[src/rtl/br_perf_pkg.sv]
// +--------------------------------------------------------------------------+
// | br_perf_pkg : shared types and default constants for br_perf_monitor     |
// | Revision    : 1.0                                                        |
// +--------------------------------------------------------------------------+
`default_nettype none

package br_perf_pkg;

  localparam int c_cnt_width_def   = 32;
  localparam int c_window_log2_def = 10;

  typedef enum logic [2:0] {
    RD_INSTR_CNT = 3'd0,
    RD_BR_CNT    = 3'd1,
    RD_MISS_CNT  = 3'd2,
    RD_MISS_PC   = 3'd3,
    RD_LAST_WIN  = 3'd4,
    RD_MAX_WIN   = 3'd5,
    RD_STATUS    = 3'd6,
    RD_RSVD      = 3'd7
  } rd_addr_e;

  typedef enum logic [0:0] {
    ST_IDLE = 1'b0,
    ST_SNAP = 1'b1
  } snap_state_e;

endpackage

`default_nettype wire

[src/rtl/br_sat_counter.sv]
// +--------------------------------------------------------------------------+
// | br_sat_counter : saturating event counter with synchronous clear         |
// | Revision       : 1.0                                                     |
// +--------------------------------------------------------------------------+
`default_nettype none

module br_sat_counter
  import br_perf_pkg::*;
#(
  parameter int WIDTH = c_cnt_width_def
) (
  input  logic             clk_i,
  input  logic             rst_ni,
  input  logic             clr_i,
  input  logic             inc_i,
  output logic [WIDTH-1:0] cnt_o,
  output logic             sat_o
);

  logic [WIDTH-1:0] r_cnt;

  assign sat_o = &r_cnt;
  assign cnt_o = r_cnt;

  always_ff @(posedge clk_i or negedge rst_ni) begin
    if (!rst_ni) begin
      r_cnt <= '0;
    end else if (clr_i) begin
      r_cnt <= '0;
    end else if (inc_i && !sat_o) begin
      r_cnt <= r_cnt + WIDTH'(1);
    end
  end

endmodule

`default_nettype wire

[src/rtl/br_perf_monitor.sv]
// +--------------------------------------------------------------------------+
// | br_perf_monitor : branch performance counters with snapshot/readback.    |
// | Define BR_PERF_WINDOW_EN to add per-window miss statistics.              |
// | Revision        : 1.0                                                    |
// +--------------------------------------------------------------------------+
`default_nettype none

module br_perf_monitor
  import br_perf_pkg::*;
#(
  parameter int CNT_WIDTH   = c_cnt_width_def,
  parameter int WINDOW_LOG2 = c_window_log2_def
) (
  input  logic        clk_i,
  input  logic        rst_ni,
  input  logic        insn_vld_i,
  input  logic        br_instr_i,
  input  logic        br_miss_i,
  input  logic [31:0] br_pc_i,
  input  logic        clr_i,
  input  logic        snap_req_i,
  output logic        snap_done_o,
  input  logic        rd_en_i,
  input  logic [2:0]  rd_addr_i,
  output logic [31:0] rd_data_o,
  output logic        rd_vld_o
);

  localparam int c_win_w = WINDOW_LOG2 + 1;

  logic                 w_miss_ev;
  logic [CNT_WIDTH-1:0] w_instr_cnt, w_br_cnt, w_miss_cnt;
  logic                 w_instr_sat, w_br_sat, w_miss_sat, w_sat_any;
  logic                 r_sat;
  logic [31:0]          r_last_miss_pc;
  snap_state_e          r_state, w_state_nxt;
  logic                 w_snap_done;
  logic [CNT_WIDTH-1:0] r_sh_instr, r_sh_br, r_sh_miss;
  logic [31:0]          r_sh_pc;
  logic                 r_sh_sat;
  logic [c_win_w-1:0]   w_sh_last_win, w_sh_max_win;
  logic [31:0]          w_rd_mux;
  logic [31:0]          r_rd_data;
  logic                 r_rd_vld;

  // A miss flag only means something when a branch actually resolved.
  assign w_miss_ev = br_instr_i & br_miss_i;
  assign w_sat_any = w_instr_sat | w_br_sat | w_miss_sat;

  br_sat_counter #(.WIDTH(CNT_WIDTH)) u_instr_cnt (
    .clk_i(clk_i), .rst_ni(rst_ni), .clr_i(clr_i), .inc_i(insn_vld_i),
    .cnt_o(w_instr_cnt), .sat_o(w_instr_sat)
  );

  br_sat_counter #(.WIDTH(CNT_WIDTH)) u_br_cnt (
    .clk_i(clk_i), .rst_ni(rst_ni), .clr_i(clr_i), .inc_i(br_instr_i),
    .cnt_o(w_br_cnt), .sat_o(w_br_sat)
  );

  br_sat_counter #(.WIDTH(CNT_WIDTH)) u_miss_cnt (
    .clk_i(clk_i), .rst_ni(rst_ni), .clr_i(clr_i), .inc_i(w_miss_ev),
    .cnt_o(w_miss_cnt), .sat_o(w_miss_sat)
  );

  always_ff @(posedge clk_i or negedge rst_ni) begin
    if (!rst_ni) begin
      r_sat          <= 1'b0;
      r_last_miss_pc <= '0;
    end else if (clr_i) begin
      r_sat          <= 1'b0;
      r_last_miss_pc <= '0;
    end else begin
      r_sat <= r_sat | w_sat_any;
      if (w_miss_ev) begin
        r_last_miss_pc <= br_pc_i;
      end
    end
  end

  always_ff @(posedge clk_i or negedge rst_ni) begin
    if (!rst_ni) begin
      r_state <= ST_IDLE;
    end else begin
      r_state <= w_state_nxt;
    end
  end

  always_comb begin
    w_state_nxt = r_state;
    case (r_state)
      ST_IDLE: if (snap_req_i) w_state_nxt = ST_SNAP;
      ST_SNAP: w_state_nxt = ST_IDLE;
      default: w_state_nxt = ST_IDLE;
    endcase
  end

  always_comb begin
    w_snap_done = 1'b0;
    if (r_state == ST_SNAP) begin
      w_snap_done = 1'b1;
    end
  end

  assign snap_done_o = w_snap_done;

  // Shadows take the pre-edge live values, so SNAP-cycle events are excluded.
  always_ff @(posedge clk_i or negedge rst_ni) begin
    if (!rst_ni) begin
      r_sh_instr <= '0;
      r_sh_br    <= '0;
      r_sh_miss  <= '0;
      r_sh_pc    <= '0;
      r_sh_sat   <= 1'b0;
    end else if (w_snap_done) begin
      r_sh_instr <= w_instr_cnt;
      r_sh_br    <= w_br_cnt;
      r_sh_miss  <= w_miss_cnt;
      r_sh_pc    <= r_last_miss_pc;
      r_sh_sat   <= r_sat | w_sat_any;
    end
  end

`ifdef BR_PERF_WINDOW_EN
  logic [WINDOW_LOG2-1:0] r_win_br;
  logic [c_win_w-1:0]     r_win_miss, r_last_win, r_max_win;
  logic [c_win_w-1:0]     r_sh_last_win, r_sh_max_win;
  logic [c_win_w-1:0]     w_win_total;
  logic                   w_win_wrap;

  assign w_win_total = r_win_miss + c_win_w'(w_miss_ev);
  assign w_win_wrap  = br_instr_i & (&r_win_br);

  always_ff @(posedge clk_i or negedge rst_ni) begin
    if (!rst_ni) begin
      r_win_br   <= '0;
      r_win_miss <= '0;
      r_last_win <= '0;
      r_max_win  <= '0;
    end else if (clr_i) begin
      r_win_br   <= '0;
      r_win_miss <= '0;
      r_last_win <= '0;
      r_max_win  <= '0;
    end else if (br_instr_i) begin
      r_win_br <= r_win_br + WINDOW_LOG2'(1);
      if (w_win_wrap) begin
        r_last_win <= w_win_total;
        r_win_miss <= '0;
        if (w_win_total > r_max_win) begin
          r_max_win <= w_win_total;
        end
      end else begin
        r_win_miss <= w_win_total;
      end
    end
  end

  always_ff @(posedge clk_i or negedge rst_ni) begin
    if (!rst_ni) begin
      r_sh_last_win <= '0;
      r_sh_max_win  <= '0;
    end else if (w_snap_done) begin
      r_sh_last_win <= r_last_win;
      r_sh_max_win  <= r_max_win;
    end
  end

  assign w_sh_last_win = r_sh_last_win;
  assign w_sh_max_win  = r_sh_max_win;
`else
  assign w_sh_last_win = '0;
  assign w_sh_max_win  = '0;
`endif

  always_comb begin
    w_rd_mux = '0;
    case (rd_addr_i)
      RD_INSTR_CNT: w_rd_mux = 32'(r_sh_instr);
      RD_BR_CNT:    w_rd_mux = 32'(r_sh_br);
      RD_MISS_CNT:  w_rd_mux = 32'(r_sh_miss);
      RD_MISS_PC:   w_rd_mux = r_sh_pc;
      RD_LAST_WIN:  w_rd_mux = 32'(w_sh_last_win);
      RD_MAX_WIN:   w_rd_mux = 32'(w_sh_max_win);
      RD_STATUS:    w_rd_mux = {31'b0, r_sh_sat};
      default:      w_rd_mux = '0;
    endcase
  end

  always_ff @(posedge clk_i or negedge rst_ni) begin
    if (!rst_ni) begin
      r_rd_data <= '0;
      r_rd_vld  <= 1'b0;
    end else begin
      r_rd_vld <= rd_en_i;
      if (rd_en_i) begin
        r_rd_data <= w_rd_mux;
      end
    end
  end

  assign rd_data_o = r_rd_data;
  assign rd_vld_o  = r_rd_vld;

endmodule

`default_nettype wire
[config.mk]
export PLATFORM = sky130hd
export DESIGN_NAME = br_perf_monitor
export DESIGN_NICKNAME = d
export VERILOG_FILES = /design/src/rtl/br_perf_pkg.sv /design/src/rtl/br_sat_counter.sv /design/src/rtl/br_perf_monitor.sv
export SDC_FILE = /design/constraint.sdc
export NUM_CORES = 1
export LEC_CHECK = 0
export BUFFER_PORTS_ARGS = -buffer_cell sky130_fd_sc_hd__buf_4
export CELL_PAD_IN_SITES_DETAIL_PLACEMENT = 1
export CELL_PAD_IN_SITES_GLOBAL_PLACEMENT = 2
export CORE_ASPECT_RATIO = 0.5
export CORE_MARGIN = 5
export CORE_UTILIZATION = 37
export CTS_CLUSTER_DIAMETER = 80
export CTS_CLUSTER_SIZE = 24
export DETAILED_ROUTE_END_ITERATION = 10
export MAX_ROUTING_LAYER = met4
export PLACE_DENSITY_LB_ADDON = 0.1
export SYNTH_ARGS = -nofsm -noshare
export SYNTH_HDL_FRONTEND = slang
export SYNTH_SLANG_ARGS = --single-unit
[constraint.sdc]
create_clock -name clk_i -period 2.16 [get_ports clk_i]
set_input_delay 0.324 -clock clk_i [delete_from_list [all_inputs] [get_ports clk_i]]
set_output_delay 0.324 -clock clk_i [all_outputs]
set_load 0.01 [all_outputs]
==> metrics.md <==
| Metric | Value |
|---|---|
| Worst r2r src | u_br_cnt.cnt_o[21] |
| Synthesis warning total | 0 |
| Crit share post-route | 0.988 |
| Hold path start | br_pc_i[1] |
| CP delay by family, top | simple AND/OR/NAND/NOR gates |
| Tmin final | 2130 ps |
| Total track usage | 0.209 |
| Commonest register cell after synthesis | dfrtp_1 |
| Clock latency on the worst-skew pair | 520 ps |
| CTS tree | done |
| Hold Path Stages | 3 |
| Slew at the pin closest to its max-slew limit | 828 ps |
| Initial antenna violation count | 0 |
| Layout cell share with drive strength beyond 1 | 0.297 |
| Via Count | 10200 |
| Number of synthesized flops with an enable pin | 0 |
| Slew Viols, Final | 0 |
| Reg2Reg Setup Slack | 30 ps |
| Nets | 1401 |
| Final cell count without fillers | 1841 |
| Synthesized Nets | 1250 |
| Syn Inst Count | 1204 |
| WL final | 40600 µm |
| Vias in the first global route | 10700 |
| Synth Cell Area | 0.0133 mm² |
| CP Data Required Time | 2570 ps |
| Drt via density | 5.57 |
| Startpoint Class | flop |
| Final hold viol count | 0 |
| Reg2reg end | u_br_cnt.cnt_o[7] |
| Hold Crit Class | in -> reg |
| CTS sink count | 292 |
| Port Buf Inserts | 76 |
| Worst reg-to-reg path cell count | 5 |
| Gpl congestion | 0.831 |
| Die height | 144 µm |
| Pin count of the biggest net entering global routing | 116 |
| Post-DP HPWL | 29000 µm |
| Hold endpoint | r_last_miss_pc[1] |
| Die area | 0.0400 mm² |
| Synth unique cells | 57 |
| WL/cell | 22.1 µm |
| CP Class | reg -> reg |
| RSZ-0062 raised after global routing | true |
| Ports | 77 |
| Endpoint class of the critical path | flop |
| Status | completed |
| Area delta synth->final | 19.8% |
| Row cnt | 49 |
| Met3 Track Usage GR | 0.0261 |
| Worst-case clock buffer depth | 3 |
| DRT Pass-1 Iters | 4 |
| Buf+Inv Stages, Crit Path | 0 |
| Register area | 0.00731 mm² |
| Crit path cell chain | nand4_2, or4_4, o31a_1, nand4_1, mux2_2 |
| Crit path largest cell delay | 600 ps |
| Leakage | 7.00 nW |
| Mapped Avg Cell Area | 11.0 µm² |
| First-pass GRT wire length | 64200 µm |
| Diode count | 0 |
| Placed cells | 1812 |
| Die width | 278 µm |
| Grt peak-use layer | met2 |
| Initial drt markers | 453 |
| Num CTS Buffers | 16 |
| Area of the multi-input gates | 0.00558 mm² |
| Starting Density | 0.372 |
| Worst Slack Setup Final | 25.2 ps |
| Maximum VDD drop | 0.416 mV |
| Core box area | 0.0357 mm² |
| Max Cap Viol | 0 |
| Met2 usage | 0.315 |
| Seq cells post-synth | 292 |
| H-tree Lvls | 1 |
| Crit path DAT | 2550 ps |
| Clk Tree Root Cell | clkbuf_16 |
| Fill count | 3879 |
| Slew HR | 0.445 |
| Fraction of registers with async set/reset | 1.00 |
| Max Clk Rate | 468 MHz |
| Post-synthesis sequential area ratio | 0.550 |
| GR Util met1 | 0.311 |
| Global route overflow | 0 |
| Antenna Nets Post-Route | 0 |
| Final setup viols | 0 |
| Power Density | 614 mW/mm² |
| CP max stage cell | or4_4 |
| Setup skew after layout | 28.7 ps |
| Maximum fanout along the worst path | 6 |
| Residual DRC | 0 |
| Clock slew seen by the registers of the worst setup and hold paths | 100 ps |
| DP Worst Slack | -98.9 ps |
[sequential cells by signal, summed over array words and instances, names as in the netlist]
name and flops:
u_instr_cnt.cnt_o 32, rd_data_o 32, r_sh_sat 1, r_sat 1, r_last_miss_pc 32, u_miss_cnt.cnt_o 32, r_sh_br 32, r_state 1
u_br_cnt.cnt_o 32, r_sh_instr 32, r_sh_miss 32, r_sh_pc 32, rd_vld_o 1
[Yosys cell counts (2+ instances only)]
cell type    n  share of area
o21ai_1      3         0.0011
inv_1       46          0.013
nor4_1      15         0.0071
dfrtp_1    292           0.55
mux2i_1      6         0.0045
a21oi_1     92          0.035
and3_1       8         0.0038
or4_1       18          0.010
nand4_2      2         0.0019
a22o_1      31          0.020
o21ai_0     38          0.014
or4_4        4         0.0034
nand3_1     33          0.012
xnor2_1      9         0.0059
buf_1       11         0.0031
a31o_2       2         0.0013
a221oi_1    31          0.020
o22ai_1     32          0.015
o21a_1       5         0.0028
o31ai_1     18          0.010
xor2_1       5         0.0033
o31a_1       7         0.0046
and4_1       7         0.0046
nand2_1    111          0.031
or3_1       43          0.020
buf_2        6         0.0023
ha_1         3         0.0028
nor3_2       4         0.0030
mux2_2     140           0.12
clkbuf_1    53          0.015
nor2b_1     11         0.0052
nand4_1     28          0.013
nor2_1      51          0.014
a211oi_1     2         0.0011
o211ai_1     2         0.0011
nor3b_1      2         0.0011
nor3_1      10         0.0038
nand2b_1     3         0.0014
nand3_2      2         0.0015
[what timing repair did]
| action | CTS | global route |
|---|---|---|
| buffers inserted | 4 | 3 |
| hold buffers | 1 | 0 |
| hold endpoints to repair | 55 | 0 |
| setup endpoints to repair | 7 | 38 |
| gates resized for setup | 3 | 16 |
| cloned | 0 | 1 |
| pin swaps | 1 | 9 |
[layout by cell type, fill, tap and decap left out, types with 5 or more instances in the layout]
cell type,instances
buf_12,15
nand3_1,31
or3_1,41
dfrtp_1,290
o31ai_1,18
mux2_2,140
mux2i_1,6
a22o_1,31
nand2_1,111
a221oi_1,31
o21a_1,5
buf_4,188
inv_1,46
o31a_1,7
nor4_1,14
o21ai_0,38
xnor2_1,8
xor2_1,5
and4_1,6
nor2b_1,11
o22ai_1,32
and3_1,7
or4_1,17
nor3_1,9
nand4_1,28
nor2_1,48
clkbuf_16,18
or4_4,5
a21oi_1,92
nor3_2,5
[cell families after synthesis]
family / synth area share
adders and majority gates: 0.00283
xor gates and xnor gates: 0.00924
buffers and inverters: 0.0366
and+or+nand+nor: 0.143
AOI/OAI and AO/OA: 0.133
muxes: 0.124
DFF: 0.550
[how the worst max path moves through the flow]
stage | from | to | slack, ps | depth (start not counted)
global placement | u_miss_cnt.cnt_o[0] | u_miss_cnt.cnt_o[29] | 9 | 7
global route | u_instr_cnt.cnt_o[0] | u_instr_cnt.cnt_o[1] | -20 | 8
CTS | u_instr_cnt.cnt_o[27] | u_instr_cnt.cnt_o[1] | 6 | 6
detailed placement | u_miss_cnt.cnt_o[0] | u_miss_cnt.cnt_o[29] | -100 | 7
floorplan | u_br_cnt.cnt_o[21] | u_br_cnt.cnt_o[3] | 80 | 6
finish | u_br_cnt.cnt_o[21] | u_br_cnt.cnt_o[7] | 30 | 5
[layer usage]
layer / routed length (µm) / up-vias
met4: 543 / 0
li1: - / 4697
met1: 21100 / 5384
met2: 17800 / 130
met3: 1200 / 35
met5: 0 / -
[per-stage QoR]
step	cell area, µm²	utilization	total power [W]	hold WS (ps)	setup TNS, ps
6_report	15900	0.446	0.00976	39.7	0
5_1_grt	15900	0.446	0.0102	21.8	-65.1
4_1_cts	15800	0.442	0.00990	11.3	0
3_5_place_dp	15300	0.428	0.00654	365	-187
3_3_place_gp	15300	0.428	0.00652	355	0
2_1_floorplan	13300	-	0.00608	28.4	0
[power breakdown]
group          switching, W  leakage, nW  internal (W)  total (W)
registers         0.0000903         4.04       0.00557    0.00566
clock network       0.00188        0.222       0.00146    0.00334
logic              0.000453         2.73      0.000307   0.000760
total               0.00242         7.00       0.00733    0.00976
[cell type report]
cell class,count,share of cell area
Clock buffer,19,0.0272
Clock inverter,1,0.00126
Inverter,47,0.0111
Multi-Input combinational cell,791,0.351
Sequential cell,292,0.460
Tap cell,484,0.0381
Timing Repair Buffer,207,0.112
[worst min-delay path: stages]
cell and delay [ps]:
buf_4 110, nand2_1 50, a21oi_1 50
Power figures use the tool's default switching activity.
